`src/rtl/iob_vga_timing.sv`:
```
// Purpose: 640x480@60 VGA raster timing, pixel coordinate bus and registered RGB/sync pins.
// Latency: one pixel tick from counter state to vga_hsync/vga_vsync/vga_rgb; frame_start one clk after the wrap tick.
// Backpressure: none; en=0 freezes all state in place, resuming with no skipped pixel.
// Optional colour-bar generator: define IOB_VGA_TIMING_TEST_PATTERN_EN.
module iob_vga_timing #(
    parameter int H_ACTIVE = 640,
    parameter int H_FP     = 16,
    parameter int H_SYNC   = 96,
    parameter int H_BP     = 48,
    parameter int V_ACTIVE = 480,
    parameter int V_FP     = 10,
    parameter int V_SYNC   = 2,
    parameter int V_BP     = 33,
    parameter int CLK_DIV  = 4
) (
    input  logic        clk,
    input  logic        rst,
    input  logic        en,
    input  logic        test_pattern,
    input  logic [11:0] rgb_in,
    output logic [9:0]  pixel_x,
    output logic [9:0]  pixel_y,
    output logic        pixel_active,
    output logic        frame_start,
    output logic        vga_hsync,
    output logic        vga_vsync,
    output logic [11:0] vga_rgb
);

    localparam int H_TOTAL = H_ACTIVE + H_FP + H_SYNC + H_BP;
    localparam int V_TOTAL = V_ACTIVE + V_FP + V_SYNC + V_BP;

    // Counter-domain constants are 11 bits so a window edge of exactly 1024 still compares correctly.
    localparam logic [10:0] H_ACT_L  = 11'(H_ACTIVE);
    localparam logic [10:0] V_ACT_L  = 11'(V_ACTIVE);
    localparam logic [10:0] HS_START = 11'(H_ACTIVE + H_FP);
    localparam logic [10:0] HS_END   = 11'(H_ACTIVE + H_FP + H_SYNC);
    localparam logic [10:0] VS_START = 11'(V_ACTIVE + V_FP);
    localparam logic [10:0] VS_END   = 11'(V_ACTIVE + V_FP + V_SYNC);
    localparam logic [9:0]  H_LAST   = 10'(H_TOTAL - 1);
    localparam logic [9:0]  V_LAST   = 10'(V_TOTAL - 1);

    localparam int DIV_W = (CLK_DIV > 1) ? $clog2(CLK_DIV) : 1;
    localparam logic [DIV_W-1:0] DIV_LAST = DIV_W'(CLK_DIV - 1);

    // Elaboration guards: raster must fit 10-bit counters, divider must be at least 1.
    generate
        if (H_TOTAL > 1024) begin : g_bad_h_total
            $error("iob_vga_timing: H_TOTAL exceeds 1024");
        end
        if (V_TOTAL > 1024) begin : g_bad_v_total
            $error("iob_vga_timing: V_TOTAL exceeds 1024");
        end
        if (CLK_DIV < 1) begin : g_bad_clk_div
            $error("iob_vga_timing: CLK_DIV must be 1 or more");
        end
    endgenerate

    logic [DIV_W-1:0] div_cnt_q, div_cnt_d;
    logic [9:0]       h_cnt_q, h_cnt_d;
    logic [9:0]       v_cnt_q, v_cnt_d;
    logic             hsync_q, hsync_d;
    logic             vsync_q, vsync_d;
    logic [11:0]      rgb_q, rgb_d;
    logic             frame_start_q, frame_start_d;

    logic        tick;
    logic        h_end;
    logic        v_end;
    logic        active;
    logic        hs_n;
    logic        vs_n;
    logic [10:0] h_ext;
    logic [10:0] v_ext;
    logic [11:0] colour;

    // Pixel tick divider: advances only while enabled, tick on its last count.
    always_comb begin
        tick      = en && (div_cnt_q == DIV_LAST);
        div_cnt_d = div_cnt_q;
        if (en) begin
            div_cnt_d = tick ? '0 : div_cnt_q + 1'b1;
        end
    end

    // Raster counters: horizontal wraps into vertical, vertical wraps at frame end.
    always_comb begin
        h_end   = (h_cnt_q == H_LAST);
        v_end   = (v_cnt_q == V_LAST);
        h_cnt_d = h_cnt_q;
        v_cnt_d = v_cnt_q;
        if (tick) begin
            if (h_end) begin
                h_cnt_d = '0;
                v_cnt_d = v_end ? '0 : v_cnt_q + 1'b1;
            end else begin
                h_cnt_d = h_cnt_q + 1'b1;
            end
        end
    end

    // Visible-area decode, coordinate bus and negative sync windows from current counter state.
    always_comb begin
        h_ext        = {1'b0, h_cnt_q};
        v_ext        = {1'b0, v_cnt_q};
        active       = (h_ext < H_ACT_L) && (v_ext < V_ACT_L);
        pixel_active = active;
        pixel_x      = active ? h_cnt_q : '0;
        pixel_y      = active ? v_cnt_q : '0;
        hs_n         = !((h_ext >= HS_START) && (h_ext < HS_END));
        vs_n         = !((v_ext >= VS_START) && (v_ext < VS_END));
    end

`ifdef IOB_VGA_TIMING_TEST_PATTERN_EN
    localparam int BAR_W = H_ACTIVE / 8;

    logic [2:0]  bar;
    logic [10:0] px_ext;

    // Colour source: eight vertical bars picked by a threshold chain on pixel_x, else image memory.
    always_comb begin
        px_ext = {1'b0, pixel_x};
        bar    = 3'd0;
        for (int b = 1; b < 8; b++) begin
            if (px_ext >= 11'(b * BAR_W)) begin
                bar = 3'(b);
            end
        end
        colour = test_pattern ? {{4{bar[2]}}, {4{bar[1]}}, {4{bar[0]}}} : rgb_in;
    end
`else
    logic unused_test_pattern;

    // Colour source: image memory only; the override request has no effect in this build.
    always_comb begin
        unused_test_pattern = test_pattern;
        colour              = rgb_in;
    end
`endif

    // Output stage: sync and blanked colour captured together on the tick; frame pulse on the wrap tick.
    always_comb begin
        hsync_d       = hsync_q;
        vsync_d       = vsync_q;
        rgb_d         = rgb_q;
        frame_start_d = tick && h_end && v_end;
        if (tick) begin
            hsync_d = hs_n;
            vsync_d = vs_n;
            rgb_d   = active ? colour : 12'h000;
        end
    end

    // State registers with asynchronous active-low reset.
    always_ff @(posedge clk or negedge rst) begin
        if (!rst) begin
            div_cnt_q     <= '0;
            h_cnt_q       <= '0;
            v_cnt_q       <= '0;
            hsync_q       <= 1'b1;
            vsync_q       <= 1'b1;
            rgb_q         <= 12'h000;
            frame_start_q <= 1'b0;
        end else begin
            div_cnt_q     <= div_cnt_d;
            h_cnt_q       <= h_cnt_d;
            v_cnt_q       <= v_cnt_d;
            hsync_q       <= hsync_d;
            vsync_q       <= vsync_d;
            rgb_q         <= rgb_d;
            frame_start_q <= frame_start_d;
        end
    end

    assign vga_hsync   = hsync_q;
    assign vga_vsync   = vsync_q;
    assign vga_rgb     = rgb_q;
    assign frame_start = frame_start_q;

endmodule
```
`config.mk`:
```
export PLATFORM = sky130hd
export DESIGN_NAME = iob_vga_timing
export DESIGN_NICKNAME = d
export VERILOG_FILES = /design/src/rtl/iob_vga_timing.sv
export SDC_FILE = /design/constraint.sdc
export NUM_CORES = 1
export LEC_CHECK = 0
export CORE_MARGIN = 3
export CORE_UTILIZATION = 48
export DETAILED_ROUTE_END_ITERATION = 12
export PLACE_DENSITY = 0.85
export SLEW_MARGIN = 5
export SYNTH_ARGS = -nofsm -noshare
export SYNTH_HDL_FRONTEND = slang
export SYNTH_SLANG_ARGS = --single-unit
```
`constraint.sdc`:
```
create_clock -name clk -period 1.9 [get_ports clk]
set_input_delay 0.285 -clock clk [delete_from_list [all_inputs] [get_ports clk]]
set_output_delay 0.285 -clock clk [all_outputs]
set_load 0.03 [all_outputs]
```
==> impl_metrics.xml <==
<?xml version="1.0" encoding="UTF-8"?>
<metrics>
  <group name="critical_path">
    <metric name="crit_path_start_kind" unit="">register</metric>
    <metric name="criticalPathCategory" unit="">register to output pin</metric>
    <metric name="setup.worst_path.end_class" unit="">output pin</metric>
    <metric name="worst-r2r-cell-count" unit="">4</metric>
    <metric name="timing.critical_path.arrival" unit="ps">1550</metric>
    <metric name="worstPathRequired" unit="ps">1620</metric>
    <metric name="critical_path.max_fanout" unit="">10</metric>
  </group>
  <group name="yosys">
    <metric name="number_of_nets_produced_by_synthesis" unit="">222</metric>
    <metric name="synth.most_common_cell" unit="">sky130_fd_sc_hd__nand2_1</metric>
    <metric name="post-synth-top-area-fraction" unit="%">45.2</metric>
    <metric name="synth_ff_type" unit="">sky130_fd_sc_hd__dfrtp_1</metric>
    <metric name="synth_enable_flop_cells" unit="">0</metric>
    <metric name="synth_seq_area_share" unit="%">47.9</metric>
    <metric name="yosysTopAreaCell" unit="">sky130_fd_sc_hd__dfrtp_1</metric>
    <metric name="synth_commonest_cells" unit="">sky130_fd_sc_hd__nand2_1, sky130_fd_sc_hd__dfrtp_1, sky130_fd_sc_hd__and2_1, sky130_fd_sc_hd__o21ai_0</metric>
    <metric name="synth-compound-area-share" unit="%">8.66</metric>
    <metric name="synth_seq_cells" unit="">37</metric>
    <metric name="synth_warnings" unit="">0</metric>
    <metric name="synthMuxAreaShare" unit="%">1.68</metric>
    <metric name="number_of_instances_in_the_synthesized_netlist" unit="">201</metric>
    <metric name="asyncSetResetFlopFracSynth" unit="%">100</metric>
    <metric name="post_syn_area" unit="mm2">0.00194</metric>
    <metric name="synth_area_per_cell" unit="um2">9.64</metric>
    <metric name="post_synth_num_cell_types" unit="">45</metric>
    <metric name="synth_area_leaders" unit="">sky130_fd_sc_hd__dfrtp_1, sky130_fd_sc_hd__nand2_1, sky130_fd_sc_hd__and2_1, sky130_fd_sc_hd__o21ai_0, sky130_fd_sc_hd__ha_1</metric>
    <metric name="synth-simple-area-share" unit="%">30.0</metric>
    <metric name="main_combinational_cell_family_by_area_after_synthesis" unit="">simple AND/OR/NAND/NOR gates</metric>
    <metric name="synthAdderAreaFrac" unit="%">3.23</metric>
    <metric name="synthXorXnorAreaFrac" unit="%">4.97</metric>
  </group>
  <group name="sta">
    <metric name="finalSetupViolations" unit="">0</metric>
    <metric name="timing.final.ws_setup" unit="ps">62.2</metric>
    <metric name="worst_hold_slack" unit="ps">22.8</metric>
    <metric name="setup_tns" unit="ps">0</metric>
    <metric name="unrepaired_setup_endpoints_after_global_routing" unit="">true</metric>
    <metric name="hold_viol" unit="">0</metric>
    <metric name="fmax" unit="MHz">544</metric>
    <metric name="finalMaxSlewViolations" unit="">0</metric>
    <metric name="final_cycle_share" unit="%">96.7</metric>
    <metric name="post-route-min-period" unit="ps">1840</metric>
    <metric name="setup_clock_skew_after_layout" unit="ps">6.70</metric>
  </group>
  <group name="clock_network">
    <metric name="clock_tree.htree_level_count" unit="">2</metric>
    <metric name="cts.path.max_buffers" unit="">2</metric>
    <metric name="clock_tree_from_tritoncts" unit="">yes</metric>
    <metric name="cts_inserted_buffers" unit="">5</metric>
    <metric name="cts.clk_slew.worst_paths" unit="ps">80</metric>
    <metric name="clock_sinks" unit="">37</metric>
    <metric name="clock_latency" unit="ps">290</metric>
    <metric name="cts.root.buffer_cell" unit="">sky130_fd_sc_hd__clkbuf_8</metric>
  </group>
  <group name="power_and_ir_drop">
    <metric name="power_per_cell_area" unit="mW/mm2">1130</metric>
    <metric name="vdd_drop_max" unit="mV">0.915</metric>
    <metric name="leakage" unit="nW">1.31</metric>
    <metric name="report.power.total" unit="mW">3.05</metric>
  </group>
  <group name="placed_design">
    <metric name="detailedPlacementHpwl" unit="mm">3.01</metric>
    <metric name="place_congestion" unit="">0.832</metric>
    <metric name="dp_worst_setup_slack" unit="ps">-62.9</metric>
    <metric name="port_buffers" unit="">49</metric>
  </group>
  <group name="routing">
    <metric name="wl" unit="mm">4.39</metric>
    <metric name="drt_drc_violations_left" unit="">0</metric>
    <metric name="detailedRoute.firstIterationViolations" unit="">128</metric>
    <metric name="drt_pass1_iterations" unit="">4</metric>
    <metric name="route.antenna.remaining_nets" unit="">0</metric>
    <metric name="route.detailed.vias_per_inst" unit="">5.24</metric>
    <metric name="route.detailed.wl_per_inst" unit="um">14.0</metric>
    <metric name="num_vias" unit="">1646</metric>
  </group>
  <group name="die">
    <metric name="die-height" unit="um">69.5</metric>
    <metric name="core-area" unit="mm2">0.00377</metric>
    <metric name="floorplan.initialDensity" unit="%">51.4</metric>
    <metric name="dieArea" unit="mm2">0.00483</metric>
    <metric name="placementRows" unit="">22</metric>
    <metric name="die_w" unit="um">69.5</metric>
    <metric name="top_level_ports" unit="">52</metric>
  </group>
  <group name="global_route">
    <metric name="largest_net_degree_at_the_start_of_global_routing" unit="">38</metric>
    <metric name="groute.usage.overall" unit="%">18.7</metric>
    <metric name="wire_length_of_the_first_global_routing_pass" unit="mm">7.42</metric>
    <metric name="via_count_of_the_first_global_routing_pass" unit="">1590</metric>
    <metric name="grt.overflow.total" unit="">0</metric>
    <metric name="antenna_found_initial" unit="">0</metric>
  </group>
  <group name="final_layout">
    <metric name="syn_to_final_growth" unit="%">39.0</metric>
    <metric name="fin_util" unit="%">71.4</metric>
    <metric name="n_antenna_cell" unit="">0</metric>
    <metric name="final_net_count" unit="">286</metric>
    <metric name="share_of_cells_above_drive_strength_1" unit="%">22.9</metric>
  </group>
  <group name="hold_path">
    <metric name="holdCritPathClass" unit="">primary input to async pin</metric>
  </group>
  <group name="status">
    <metric name="run_status" unit="">completed</metric>
  </group>
  <group name="flow_run">
    <metric name="drv.max_cap_violation_count" unit="">0</metric>
  </group>
</metrics>
## state kept, by name, summed over array words and instances (netlist names)
name / flops
vga_rgb: 12
h_cnt_q: 10
v_cnt_q: 10
div_cnt_q: 2
frame_start: 1
vga_hsync: 1
vga_vsync: 1
## metal layers
| layer | vias up | share of wire, % | wire length, um | global-route usage (%) |
|---|---|---|---|---|
| met2 | 48 | 49 | 2170 | 32.4 |
| met4 | 0 | 1.1 | 48 | 5.64 |
| met3 | 5 | 5.9 | 261 | 3.48 |
| met1 | 780 | 44 | 1910 | 23.7 |
| li1 | 813 | - | - | - |
| met5 | - | 0 | 0 | 0 |
## worst paths after layout
check | from | endpoint | slack (ps)
setup / recovery | v_cnt_q[6] | pixel_x[3] | 60
hold / removal | rst | h_cnt_q[5] | 20
setup reg to reg | h_cnt_q[0] | v_cnt_q[3] | 160
hold reg to reg | vga_hsync | vga_hsync | 480
max in group asynchronous | rst | vga_vsync | 1520
min in group clk | vga_hsync | vga_hsync | 480
## placed cells by master, fill, tap and decap left out, types with 2 or more instances in the layout
master,Yosys,layout
sky130_fd_sc_hd__nand2_1,37,37
sky130_fd_sc_hd__dfrtp_1,35,34
sky130_fd_sc_hd__buf_4,1,32
sky130_fd_sc_hd__clkdlybuf4s50_1,0,28
sky130_fd_sc_hd__o21ai_0,19,19
sky130_fd_sc_hd__and2_1,19,19
sky130_fd_sc_hd__nand4_1,8,8
sky130_fd_sc_hd__nor2_1,8,8
sky130_fd_sc_hd__xnor2_1,7,7
sky130_fd_sc_hd__nand3_1,5,5
sky130_fd_sc_hd__and3_1,5,5
sky130_fd_sc_hd__ha_1,5,5
sky130_fd_sc_hd__clkbuf_8,0,5
sky130_fd_sc_hd__buf_6,0,5
sky130_fd_sc_hd__inv_1,4,4
sky130_fd_sc_hd__xor2_1,4,4
sky130_fd_sc_hd__nor3_1,3,3
sky130_fd_sc_hd__and4_1,2,2
sky130_fd_sc_hd__or3_1,2,2
sky130_fd_sc_hd__dfstp_2,2,2
## cell type report
type                            instances  area, um2
Fill cell                             297       1080
Multi-Input combinational cell        149        945
Sequential cell                        37        930
Timing Repair Buffer                   68        627
Clock buffer                            5       68.8
Tap cell                               48       60.1
Clock inverter                          3       46.3
Inverter                                4       15.0
## power by group
group	leakage, nW	internal (mW)	switching (mW)
combinational	0.791	0.500	0.685
sequential	0.464	1.01	0.169
clock	0.0543	0.393	0.297
total	1.31	1.90	1.15
## critical path, cell delays in order (launching register included)
cell                      delay, ps
sky130_fd_sc_hd__dfrtp_1        360
sky130_fd_sc_hd__nand4_1        150
sky130_fd_sc_hd__and3b_2        290
sky130_fd_sc_hd__buf_6          140
sky130_fd_sc_hd__and2_2         190
sky130_fd_sc_hd__buf_6          130
## logic make-up after synthesis
| family | after synthesis |
|---|---|
| adders and majority gates | 5 |
| and+or+nand+nor | 101 |
| xor gates and xnor gates | 11 |
| muxes | 3 |
| DFF | 37 |
| other | 1 |
| buffers and inverters | 15 |
| AOI/OAI and AO/OA | 28 |
## per-stage QoR
stage | cells | area (um2)
2_1_floorplan | 201 | 1940
3_3_place_gp | 298 | 2460
3_5_place_dp | 298 | 2460
4_1_cts | 309 | 2600
5_1_grt | 314 | 2690
6_report | 314 | 2690
## timing repair
| item | in CTS | in global routing |
|---|---|---|
| pin swaps | 0 | 3 |
| setup endpoints to repair | 16 | 13 |
| cloned | 0 | 1 |
| setup buffers | 3 | 4 |
| resized for setup | 1 | 9 |
| hold buffers | 0 | 0 |
Note: power is estimated with default switching activity, not from simulation.
